File: config.mk
export PLATFORM = sky130hd
export DESIGN_NAME = register_memory
export DESIGN_NICKNAME = d
export VERILOG_FILES = /design/src/rtl/register_memory.sv
export SDC_FILE = /design/constraint.sdc
export NUM_CORES = 2
export LEC_CHECK = 0
export ABC_AREA = 0
export BUFFER_PORTS_ARGS = -buffer_cell sky130_fd_sc_hd__buf_4
export CAP_MARGIN = 15
export CORE_MARGIN = 2
export CORE_UTILIZATION = 49
export CTS_CLUSTER_DIAMETER = 80
export CTS_CLUSTER_SIZE = 12
export DETAILED_ROUTE_END_ITERATION = 8
export GPL_TIMING_DRIVEN = 0
export PLACE_DENSITY = 0.67
export SYNTH_ARGS = -nofsm -noshare
export SYNTH_HDL_FRONTEND = slang
export SYNTH_SLANG_ARGS = --single-unit
File: constraint.sdc
create_clock -name clk -period 5.6 [get_ports clk]
set_clock_uncertainty 0.1 [all_clocks]
set_input_delay 0.84 -clock clk [delete_from_list [all_inputs] [get_ports clk]]
set_output_delay 0.84 -clock clk [all_outputs]
set_load 0.02 [all_outputs]
File: src/rtl/register_memory.sv
// 32 x DATA_WIDTH integer register file: two combinational read ports, one synchronous write port, x0 hardwired to zero.
// Optional REGMEM_BYPASS_EN forwards a same-cycle write to a matching read port.
module register_memory #(
  parameter int DATA_WIDTH = 32,
  parameter int ADDR_WIDTH = 5
) (
  input  logic                  clk,
  input  logic                  rst_n,
  input  logic [ADDR_WIDTH-1:0] rd_address_a,
  input  logic [ADDR_WIDTH-1:0] rd_address_b,
  input  logic                  wr_enable,
  input  logic [ADDR_WIDTH-1:0] wr_address,
  input  logic [DATA_WIDTH-1:0] wr_data,
  output logic [DATA_WIDTH-1:0] data_out_a,
  output logic [DATA_WIDTH-1:0] data_out_b
);
  localparam int DEPTH  = 2 ** ADDR_WIDTH;
  localparam int NUM_RD = 2;

  // x0 has no storage, so the array starts at index 1.
  logic [DEPTH-1:1][DATA_WIDTH-1:0]  regs_q, regs_d;
  logic [NUM_RD-1:0][ADDR_WIDTH-1:0] rd_addr;
  logic [NUM_RD-1:0][DATA_WIDTH-1:0] rd_data;
  logic                              wr_hit;

  assign wr_hit = wr_enable && (wr_address != '0);

  always_comb begin
    regs_d = regs_q;
    if (wr_hit) regs_d[wr_address] = wr_data;
  end

  always_ff @(posedge clk) begin
    if (!rst_n) regs_q <= '0;
    else        regs_q <= regs_d;
  end

  assign rd_addr[0] = rd_address_a;
  assign rd_addr[1] = rd_address_b;

  for (genvar p = 0; p < NUM_RD; p++) begin : g_rd
    always_comb begin
      rd_data[p] = '0;
      if (rd_addr[p] != '0) begin
`ifdef REGMEM_BYPASS_EN
        if (wr_hit && (wr_address == rd_addr[p])) rd_data[p] = wr_data;
        else                                      rd_data[p] = regs_q[rd_addr[p]];
`else
        rd_data[p] = regs_q[rd_addr[p]];
`endif
      end
    end
  end

  assign data_out_a = rd_data[0];
  assign data_out_b = rd_data[1];
endmodule

==> impl_metrics.toml <==
[sta]
tightest_slew_ns = 1.52
finalCritPeriodShare_pct = 99.0
setup_ws_ns = 0.0569
timing.fmax_ghz = 0.180
period_needed_ns = 5.54
setup_viol = 0
slew_headroom_pct = -3.81
grt_setup_unrepaired = "no"
hold_ws_ns = 0.347
final-hold-violation-count = 0
drv_slew = 2

[layout]
multi_input_area_sq_um = 29900
fillers = 9709
reg_top3 = "regs_q: 992 flops"
syn_to_final_growth_pct = 10.3
largest_reg_flops = 992
layout-drive-gt1-share_pct = 16.9
seq_area_sq_um = 19900
fin_nets = 6028
largest_register = "regs_q"

[yosys]
synth_cells = 5739
synth_edf_count = 0
synth_fa_ha_area_share_pct = 0
post_synth_num_cell_types = 29
yosysTopAreaCellShare_pct = 38.0
syn-num-nets = 5789
yosysTopAreaCell = "dfxtp_1"
synth-seq-cells = 992
ys_warn_count = 0
post-synth-top-count-cell = "nand2_1"
ys_seq_area_share_pct = 38.0
synth_ff_type = "dfxtp_1"
synth_top_family_by_area = "multiplexers"
synth_compound_area_share_pct = 17.6
synth_xor_area_share_pct = 0
async_flop_share_pct = 0
synth_commonest_cells = "nand2_1 (2017), dfxtp_1 (992), a21boi_0 (871), mux4_2 (384), clkbuf_1 (358)"
synthMuxAreaShare_pct = 23.0
synth-simple-area-share_pct = 16.4
synth_area_leaders = "dfxtp_1 (38%), mux4_2 (17%), nand2_1 (14%)"
syn_area_sq_um = 52300
avgSynthCellArea_sq_um = 9.12

[drt]
wl_per_cell_um = 34.7
drcViolationCount = 0
antenna_left = 0
drtPass1Iterations = 8
drt-total-wl_um = 256000
drt_iter0_markers = 7412
viasPerCell = 6.65
vias = 49100

[floorplanning]
floorplan.initialDensity_pct = 49.6
num_rows = 119
die_w_um = 331
core_sq_um = 106000
die_h_um = 331
die_area_sq_um = 109000
io_pins = 114

[setup_path]
cp.arrival_ns = 4.60
worst-setup-path-type = "in -> out"
critPathMostFrequentCell = "buf_4"
start_kind = "primary input"
max_stage_delay_ns = 0.90
slowest_stage = "nor3_1"
cp-end-kind = "primary output"
worst-r2r-cell-count = 2
path_cells = "buf_4 > buf_4 > buf_2 > nand3b_1 > clkbuf_1 > o22ai_1 > nor3_1 > buf_4"
worstPathRequired_ns = 4.66
cp_max_fo = 10

[clocking]
clock_path_buffers = 3
clkTransAtPathRegs_ns = 0.06
cts_tree = "done"
post_cts_buffers = 0
hold_buffers = 0
cts.sinks = 992
worstSkewPairLatency_ns = 0.71
cts_root_buffer = "clkbuf_16"
cts-buffers-inserted = 92
cts_htree_levels = 3
ctsResizeCount = 0

[global_route]
grt_max_degree = 13
grt_pass1_wl_um = 348000
first_global_vias = 45100
grt_usage_pct = 46.0
overflow = 0
antenna_found_initial = 13

[flow_run]
max_cap_viol_count = 1

[power]
seq_power_share_pct = 47.4
switching_share_pct = 29.4
pwr-share-comb_pct = 13.2
p_int_mw = 10.6
p_total_mw = 15.1
p_leak_nw = 19.1
p_sw_mw = 4.43
clock_power_share_pct = 39.4
power_density_nw_per_um2 = 261
irDropWorstVdd_v = 0.000203

[place]
hpwl_um = 188000
pre_cts_ws_ns = 0.523
gp_congestion = 1.12
port_buffers = 106

[worst_hold_path]
hold_path_class = "in -> reg"
hold_path_depth = 3

[run_status]
violations = "capacitance limit, slew limit"
status = "finished, violations left"
path summary, 6_finish.rpt:
check | from | to | slack [ns]
worst max-delay path | rd_address_a[3] | data_out_a[15] | 0.06
worst max register to register | regs_q[389]$_SDFFE_PN0P_ | regs_q[389]$_SDFFE_PN0P_ | 4.70
worst min-delay path | wr_data[7] | regs_q[967]$_SDFFE_PN0P_ | 0.35
worst min register to register | regs_q[374]$_SDFFE_PN0P_ | regs_q[374]$_SDFFE_PN0P_ | 0.37
critical path: cells and delay by family:
family                 cells  cell delay (ns)
buffers and inverters      5             1.93
AND/OR/NAND/NOR            2             1.24
AO/OA/AOI/OAI              1             0.55
power groups by stage:
stage | logic (mW) | registers (mW) | clock network [mW]
6_report | 1.98 | 7.15 | 5.93
5_1_grt | 1.94 | 7.15 | 6.09
4_1_cts | 1.83 | 7.14 | 5.84
3_5_place_dp | 1.83 | 7.30 | 0
3_3_place_gp | 1.80 | 7.30 | 0
2_1_floorplan | 0.906 | 7.29 | 0
metrics by stage:
step                      TNS [ns]  instance area, sq um  instances  util, %
after floorplan                  0                 52300       5739        -
after global placement       -2.12                 54900       7236     52.0
after detailed placement         0                 55200       7265     52.3
after CTS                        0                 57600       7364     54.6
after global routing             0                 57700       7376     54.7
final                            0                 57700       7379     54.7
cells by family after synthesis:
kind of cell | Yosys count
and+or+nand+nor | 2215
muxes | 704
DFF | 992
buffers and inverters | 580
AOI/OAI and AO/OA | 1248
cells in the final DEF, fill, tap and decap left out, types with 36 or more instances in the layout:
master     Yosys  layout
clkbuf_16      0      93
nor2_1        76      76
buf_4         57     167
mux2i_1      192     192
a21boi_0     871     871
mux4_2       384     384
a2111oi_0     64      36
o22ai_1      192     190
buf_2        155     169
mux2_2       128     128
dfxtp_1      992     992
clkbuf_1     358     357
a21boi_1     121     121
nand2_1     2017    2017
nor3_1        65      65
area by class of cell:
cell class | count | share of cell area (%)
Multi-Input combinational cell | 4167 | 51.9
Sequential cell | 992 | 34.4
Buffer | 580 | 4.58
Clock buffer | 93 | 4.03
Tap cell | 1391 | 3.02
Timing Repair Buffer | 145 | 1.91
Clock inverter | 6 | 0.154
Antenna cell | 5 | 0.0217
routing by layer:
layer	GRT usage (%)	up-vias	part of all wire, %
met3	20.1	849	16
met1	56.7	24000	35
met5	0.870	-	0.15
met2	64.0	3847	40
li1	-	20400	-
met4	32.0	14	8.5
(Power assumes the default switching activity.)
